<file path="config.mk">
export PLATFORM = sky130hd
export DESIGN_NAME = timer_irq_source
export DESIGN_NICKNAME = d
export VERILOG_FILES = /design/src/rtl/timer_irq_source_pkg.sv /design/src/rtl/timer_irq_source.sv
export SDC_FILE = /design/constraint.sdc
export NUM_CORES = 1
export LEC_CHECK = 0
export BUFFER_PORTS_ARGS = -buffer_cell sky130_fd_sc_hd__clkbuf_2
export CAP_MARGIN = 25
export CELL_PAD_IN_SITES_DETAIL_PLACEMENT = 0
export CELL_PAD_IN_SITES_GLOBAL_PLACEMENT = 2
export CORE_MARGIN = 2
export CORE_UTILIZATION = 38
export CTS_BUF_LIST = sky130_fd_sc_hd__clkbuf_16
export DETAILED_ROUTE_END_ITERATION = 6
export PLACE_DENSITY_LB_ADDON = 0.1
export SYNTH_ARGS = -nofsm -noshare
export SYNTH_HDL_FRONTEND = slang
export SYNTH_SLANG_ARGS = --single-unit
</file>
<file path="constraint.sdc">
create_clock -name clk -period 3.9 [get_ports clk]
set_input_delay 0.195 -clock clk [delete_from_list [all_inputs] [get_ports clk]]
set_output_delay 0.195 -clock clk [all_outputs]
set_load 0.02 [all_outputs]
</file>
<file path="src/rtl/timer_irq_source_pkg.sv">
// Shared definitions for the HWInt countdown timer:
// register map, FSM encodings, mode codes and CTRL field positions.
package timer_irq_source_pkg;

    localparam logic [1:0] ADDR_CTRL   = 2'd0;
    localparam logic [1:0] ADDR_PRESET = 2'd1;
    localparam logic [1:0] ADDR_COUNT  = 2'd2;

    localparam logic [1:0] MODE_ONESHOT  = 2'd0;
    localparam logic [1:0] MODE_PERIODIC = 2'd1;

    localparam int CTRL_EN      = 0;
    localparam int CTRL_MODE_LO = 1;
    localparam int CTRL_IM      = 3;

    typedef enum logic [1:0] {
        ST_IDLE,
        ST_LOAD,
        ST_CNT,
        ST_INT
    } state_t;

endpackage

</file>
<file path="src/rtl/timer_irq_source.sv">
// Memory-mapped countdown timer driving one HWInt line.
// One-shot mode holds IRQ until a CTRL write; periodic mode pulses once per period.
module timer_irq_source
    import timer_irq_source_pkg::*;
#(
    parameter int WIDTH = 32,
    parameter logic [WIDTH-1:0] CTRL_MASK = WIDTH'(32'h0000_000F)
) (
    input  logic             clk,
    input  logic             reset,
    input  logic [1:0]       Addr,
    input  logic             We,
    input  logic [WIDTH-1:0] DIn,
    output logic [WIDTH-1:0] DOut,
    output logic             IRQ
);

    state_t state;
    state_t state_nx;

    logic [WIDTH-1:0] ctrl_q;
    logic [WIDTH-1:0] preset_q;
    logic [WIDTH-1:0] count_q;
    logic             flag_q;

    logic [WIDTH-1:0] ctrl_nx;
    logic [WIDTH-1:0] count_nx;
    logic             flag_nx;

    logic       en;
    logic       im;
    logic [1:0] mode;
    logic       periodic;
    logic       at_end;
    logic       expire;
    logic       ctrl_wr;
    logic       preset_wr;

    assign en        = ctrl_q[CTRL_EN];
    assign im        = ctrl_q[CTRL_IM];
    assign mode      = ctrl_q[CTRL_MODE_LO +: 2];
    assign periodic  = (mode == MODE_PERIODIC);
    assign at_end    = (count_q <= WIDTH'(1));
    assign expire    = (state == ST_CNT) && en && at_end;
    assign ctrl_wr   = We && (Addr == ADDR_CTRL);
    assign preset_wr = We && (Addr == ADDR_PRESET);

    always_ff @(posedge clk or negedge reset) begin
        if (!reset) begin
            state <= ST_IDLE;
        end else begin
            state <= state_nx;
        end
    end

    always_comb begin
        state_nx = state;
        case (state)
            ST_IDLE: if (en) state_nx = ST_LOAD;
            ST_LOAD: state_nx = ST_CNT;
            ST_CNT: begin
                if (!en)        state_nx = ST_IDLE;
                else if (at_end) state_nx = ST_INT;
            end
            ST_INT: state_nx = (periodic && en) ? ST_LOAD : ST_IDLE;
            default: state_nx = ST_IDLE;
        endcase
    end

    // Bus CTRL write overrides the FSM En-clear; a same-cycle expiry
    // still sets the flag so no interrupt is lost.
    always_comb begin
        ctrl_nx  = ctrl_q;
        count_nx = count_q;
        flag_nx  = flag_q;
        case (state)
            ST_LOAD: count_nx = preset_q;
            ST_CNT: begin
                if (en) count_nx = at_end ? '0 : count_q - WIDTH'(1);
            end
            ST_INT: begin
                if (periodic) flag_nx = 1'b0;
                else          ctrl_nx[CTRL_EN] = 1'b0;
            end
            default: ;
        endcase
        if (ctrl_wr) begin
            ctrl_nx = DIn & CTRL_MASK;
            flag_nx = 1'b0;
        end
        if (expire) flag_nx = 1'b1;
    end

    always_ff @(posedge clk or negedge reset) begin
        if (!reset) begin
            ctrl_q   <= '0;
            preset_q <= '0;
            count_q  <= '0;
            flag_q   <= 1'b0;
        end else begin
            ctrl_q  <= ctrl_nx;
            count_q <= count_nx;
            flag_q  <= flag_nx;
            if (preset_wr) preset_q <= DIn;
        end
    end

    always_comb begin
        case (Addr)
            ADDR_CTRL:   DOut = ctrl_q;
            ADDR_PRESET: DOut = preset_q;
            ADDR_COUNT:  DOut = count_q;
            default:     DOut = '0;
        endcase
    end

    assign IRQ = im & flag_q;

endmodule

</file>
==> results.yml, run 1 <==
synthesis:
  postSynthAreaPerCell_um2: 10.08
  synth_top_cell_by_area: "dfrtp_1"
  synth-simple-area-share_pct: 19.16
  syn_area_um2: 4134
  yosys-top-cells-area: "dfrtp_1 (43%), mux2_2 (9.5%), a22o_1 (7.0%)"
  synth_cell_types: 58
  ys_seq_area_share_pct: 42.98
  synthesis.nets: 449
  yosys-mux-area-fraction_pct: 10.74
  synth_top_family_by_area: "compound AO/OA/AOI/OAI gates"
  synth_top_area_share_pct: 42.98
  yosys.area_share.xor_xnor_pct: 0
  syn_inst: 410
  ys_ff_latch: 71
  synth_fa_ha_area_share_pct: 0.6053
  async_flop_share_pct: 100.0
  synth_compound_area_share_pct: 22.19
  synth_edf_count: 0
  ys.flop_type: "dfrtp_1"
  synth_warnings: 0
timing:
  setup_tns_ps: 0
  setup_viol: 0
  tightest_slew_ps: 972.5
  hold_ws_ps: 13.30
  slew_headroom_pct: 35.17
  period_share_pct: 67.95
  worst_clock_skew_ps: 7.567
  period_needed_ps: 2650
  rsz0062_at_grt: "false"
  fmax_ghz: 0.3774
  report.final.slew_viol_count: 0
  setup_slack_ps: 1250
  hold_viol: 0
setup_path:
  critPathSlowestCell: "nor4_4"
  crit_family: "simple AND/OR/NAND/NOR gates"
  cp.required_ps: 4120
  critPathBufInv: 0
  crit_arrival_ps: 2870
  path_max_fanout: 14
  worst_setup_path_start_kind: "flip-flop"
  max_stage_delay_ps: 790
  path_class: "reg -> reg"
  endpoint_kind: "flip-flop"
  crit_chain: "or2_1 -> or3_1 -> nor4_4 -> nor3_1 -> a221o_1"
global_route:
  grt_max_degree: 40
  grt_pass1_vias: 3551
  grt_pass1_wl_um: 19310
  antenna_found_initial: 0
  grt_use_total_pct: 21.59
  gr-total-overflow: 0
final_layout:
  final_cells: 611
  fill_cells: 1097
  diodes: 0
  areaGrowthSynthToFinish_pct: 17.10
  drive_gt1_share_pct: 30.36
  nNetsFinal: 505
routing:
  drc: 0
  drt-initial-drc-count: 224
  dr.pass1.iters: 4
  vias_per_cell: 5.908
  wl_per_cell_um: 19.81
  drtAntennaViolNets: 0
  routed_wl_um: 12100
  via_count: 3610
cts:
  ctsResizeCount: 0
  clock_path_buffers: 2
  cts.sinks: 71
  cts_buffers: 9
  htree_levels: 3
  cts_tree: "done"
  clk_latency_ps: 340
  cts_hold_buf: 0
  cts_setup_buffers: 0
  cts-root-buf: "clkbuf_16"
  clk_pin_slew_worst_paths_ps: 60
power:
  power-per-cell-area_nw_per_um2: 727.9
  ir_drop_mv: 0.2226
  p_leak_nw: 2.123
  power_mw: 3.524
placement:
  pre_cts_slack_ps: 1245
  dp_hpwl_um: 8043
  io_buffers: 69
  placed_cells: 595
  place.gp.congestion: 0.8649
die:
  num_rows: 38
  core_um2: 10750
  die-height_um: 108.3
  initial_core_util_pct: 38.47
  num_io_pins: 70
  die_area_um2: 11730
  dieWidth_um: 108.3
outcome:
  status: "complete, no violations"
min_path:
  worstHoldPathType: "in -> async"
flow_run:
  cap_viol_max_count: 0
[power breakdown]
| group | total [mW] | internal [mW] | switching [mW] |
|---|---|---|---|
| clock | 0.723 | 0.418 | 0.305 |
| combinational | 1.44 | 0.610 | 0.830 |
| sequential | 1.36 | 0.988 | 0.372 |
[layout by cell type (no fill, tap or decap), drive strengths merged, types with 6 or more instances in the layout]
| master | instances |
|---|---|
| clkbuf | 77 |
| dfrtp | 71 |
| nand2 | 36 |
| mux2 | 35 |
| a22o | 33 |
| o21ai | 15 |
| nand3 | 14 |
| nor3 | 13 |
| nor2 | 12 |
| o211ai | 11 |
| a21oi | 11 |
| buf | 10 |
| inv | 9 |
| nand4 | 9 |
| or4 | 9 |
| nor4 | 9 |
| o31ai | 7 |
| a22oi | 7 |
| a31oi | 7 |
| or3 | 7 |
| o311ai | 7 |
| clkinv | 7 |
| a221o | 6 |
| nor2b | 6 |
[cells in the mapped netlist, types with 3 or more instances]
cell type	count
nor2_1	12
clkbuf_1	23
mux2_2	35
nand4_1	7
and3_1	5
a221o_1	6
o311ai_0	6
nor4_1	6
a22oi_1	7
a31oi_1	7
buf_4	3
nor3_1	13
buf_1	4
or4_1	6
or4_4	3
dfrtp_1	71
nand3_1	14
mux2i_1	5
o41ai_1	3
nand2_1	35
o22ai_1	3
or3_1	6
a22o_1	33
a21oi_1	11
o31ai_1	7
o211ai_1	11
nor2b_1	6
inv_1	9
o21ai_0	13
and2_1	5
[registers in the layout, indices dropped and copies added (netlist names)]
signal / count
ctrl_q: 4
state: 2
count_q: 32
preset_q: 32
flag_q: 1
[through the flow]
step                instance area [um^2]  util, %
floorplan                           4134        -
global placement                    4586    42.68
detailed placement                  4586    42.68
CTS                                 4841    45.05
global route                        4841    45.05
finish                              4841    45.05
[cells by family (layout without fill, tap and decap cells)]
family	count (synthesis)	after routing
compound gates	121	121
flops	71	71
mux	40	40
buf+inv	42	103
simple gates	134	134
fa+ha+maj	2	2
[final cells by class]
| class | instances | area, um^2 | share of cell area, % |
|---|---|---|---|
| Clock inverter | 7 | 30.03 | 0.6203 |
| Multi-Input combinational cell | 297 | 2187 | 45.18 |
| Timing Repair Buffer | 78 | 412.9 | 8.529 |
| Inverter | 9 | 33.78 | 0.6979 |
| Tap cell | 140 | 175.2 | 3.619 |
| Sequential cell | 71 | 1777 | 36.70 |
| Clock buffer | 9 | 225.2 | 4.652 |
[final timing paths]
path                               endpoint  slack, ps          from  cells past startpoint
worst max register to register   count_q[9]       1250   count_q[16]                      5
max in group asynchronous       preset_q[2]       2920         reset                      2
min in group clk                preset_q[5]         90        DIn[5]                      2
worst min register to register  count_q[29]        510  preset_q[29]                      2
worst max-delay path             count_q[9]       1250   count_q[16]                      5
worst min-delay path            count_q[29]         10         reset                      1
[routing by layer]
| layer | vias to the layer above | track usage, % | wire length (um) |
|---|---|---|---|
| li1 | 1698 | - | - |
| met1 | 1816 | 29.41 | 5567 |
| met2 | 86 | 35.04 | 5794 |
| met3 | 10 | 3.436 | 556 |
| met4 | 0 | 7.234 | 183 |
| met5 | - | 0 | 0 |
Power figures use the tool's default switching activity.
==> run 2, diff against run 1 <==
Settings changed: CORE_UTILIZATION 38 to 36.
Clock period 3.9 ns to 2.7 ns, I/O delays scaled along.
==> results.yml, run 2 (same netlist as run 1, synthesis figures left out) <==
final_layout:
  fill_cells: 1175
  regArea_um2: 1777
  top_regs: "count_q: 32 flops, preset_q: 32 flops, ctrl_q: 4 flops"
  diodes: 0
  drive_gt1_share_pct: 31.74
  nNetsFinal: 516
  final_common_cell: "dfrtp_1"
  multi_input_area_um2: 2187
  final_cell_mix: "dfrtp_1 (71), clkbuf_2 (68), nand2_1 (35), mux2_2 (35), a22o_1 (33)"
  areaGrowthSynthToFinish_pct: 20.16
  design_area_um2: 4967
timing:
  report.final.slew_viol_count: 0
  setup_viol: 0
  rsz0062_at_grt: "false"
  worst_clock_skew_ps: 9.081
  tightest_slew_ps: 940.5
  hold_ws_ps: 17.12
  period_share_pct: 90.75
  hold_viol: 0
  period_needed_ps: 2450
  setup_tns_ps: 0
  slew_headroom_pct: 37.30
  fmax_ghz: 0.4081
setup_path:
  cp.required_ps: 2930
  r2r_cells: 5
  max_stage_delay_ps: 680
  critPathSlowestCell: "or4_4"
  endpoint_kind: "flip-flop"
  r2r_start: "count_q[15]"
  reg2reg_to: "count_q[15]"
  r2r_slack_ps: 250
  crit_chain: "or2_1 -> or3_1 -> or4_4 -> a31o_1 -> a22o_1"
  crit_arrival_ps: 2680
  path_class: "reg -> reg"
  path_max_fanout: 12
  worst_setup_path_start_kind: "flip-flop"
power:
  p_leak_nw: 2.196
  ir_drop_mv: 0.4306
  power-per-cell-area_nw_per_um2: 1057
placement:
  postPlaceCellArea_um2: 4677
  io_buffers: 69
  dp_hpwl_um: 8145
  place.gp.congestion: 0.8096
global_route:
  antenna_found_initial: 0
  grt_use_total_pct: 19.90
  grt_pass1_wl_um: 19530
  gr-total-overflow: 0
  grt_pass1_vias: 3651
  grt_max_degree: 72
cts:
  cts_buffers: 9
  cts.sinks: 71
  cts-root-buf: "clkbuf_16"
  htree_levels: 3
  clock_path_buffers: 2
  ctsResizeCount: 0
  clk_pin_slew_worst_paths_ps: 60
  clk_latency_ps: 350
  cts_tree: "done"
min_path:
  hold_path_end: "preset_q[4]"
  min-delay-start: "DIn[4]"
  worstHoldPathType: "in -> reg"
  min_path_cells: 2
outcome:
  status: "complete, no violations"
routing:
  drc: 0
  via_count: 3608
  drtAntennaViolNets: 0
  drt-initial-drc-count: 201
  wl_per_cell_um: 19.32
  dr.pass1.iters: 4
  routed_wl_um: 12080
  vias_per_cell: 5.773
die:
  die-height_um: 111.2
  die_area_um2: 12360
  num_rows: 39
  core_um2: 11320
  num_io_pins: 70
  dieWidth_um: 111.2
  initial_core_util_pct: 36.52
flow_run:
  cap_viol_max_count: 0
## run 2: worst max-delay path by stage
| stage | startpoint | endpoint | slack (ps) | cells past startpoint |
|---|---|---|---|---|
| after floorplan | count_q[5] | count_q[8] | 490 | 7 |
| after global placement | count_q[15] | count_q[15] | 290 | 5 |
| after detailed placement | count_q[15] | count_q[15] | 250 | 5 |
| after CTS | count_q[15] | count_q[15] | 240 | 5 |
| after global routing | count_q[15] | count_q[16] | 100 | 5 |
| final | count_q[15] | count_q[15] | 250 | 5 |
## run 2: through the flow
| step | setup slack [ps] | std cells | utilization, % | total power [mW] |
|---|---|---|---|---|
| 2_1_floorplan | 487.2 | 410 | - | 3.396 |
| 3_3_place_gp | 285.4 | 608 | 41.31 | 4.115 |
| 3_5_place_dp | 251.5 | 608 | 41.31 | 4.111 |
| 4_1_cts | 237.0 | 625 | 43.88 | 5.293 |
| 5_1_grt | 97.69 | 625 | 43.88 | 5.613 |
| 6_report | 249.7 | 625 | 43.88 | 5.249 |
## run 2: timing repair
item,in CTS,in global routing
endpoints found under the hold margin,71,0
hold buffers,1,0
setup buffers,0,0
## run 2: routing by layer
layer / routed length (um) / global-route usage [%]
met5: 0 / 0
met4: 181 / 7.243
met2: 5681 / 31.71
met3: 448 / 3.554
met1: 5767 / 27.17
## run 2: critical path, delay by kind of cell (launching register included)
kind	cells	cell delay, ps
flops	1	440
compound gates	2	460
simple gates	3	1440
## run 2: power by group
part / switching (mW) / internal (mW) / total, mW / leakage (nW)
combinational: 1.22 / 0.937 / 2.16 / 1.20
sequential: 0.518 / 1.43 / 1.94 / 0.858
clock: 0.449 / 0.698 / 1.15 / 0.143
## run 2: layout make-up
cell class,instances,area share (%)
Multi-Input combinational cell,297,44.03
Sequential cell,71,35.77
Timing Repair Buffer,89,10.28
Clock buffer,9,4.534
Tap cell,143,3.602
Clock inverter,7,1.108
Inverter,9,0.6801
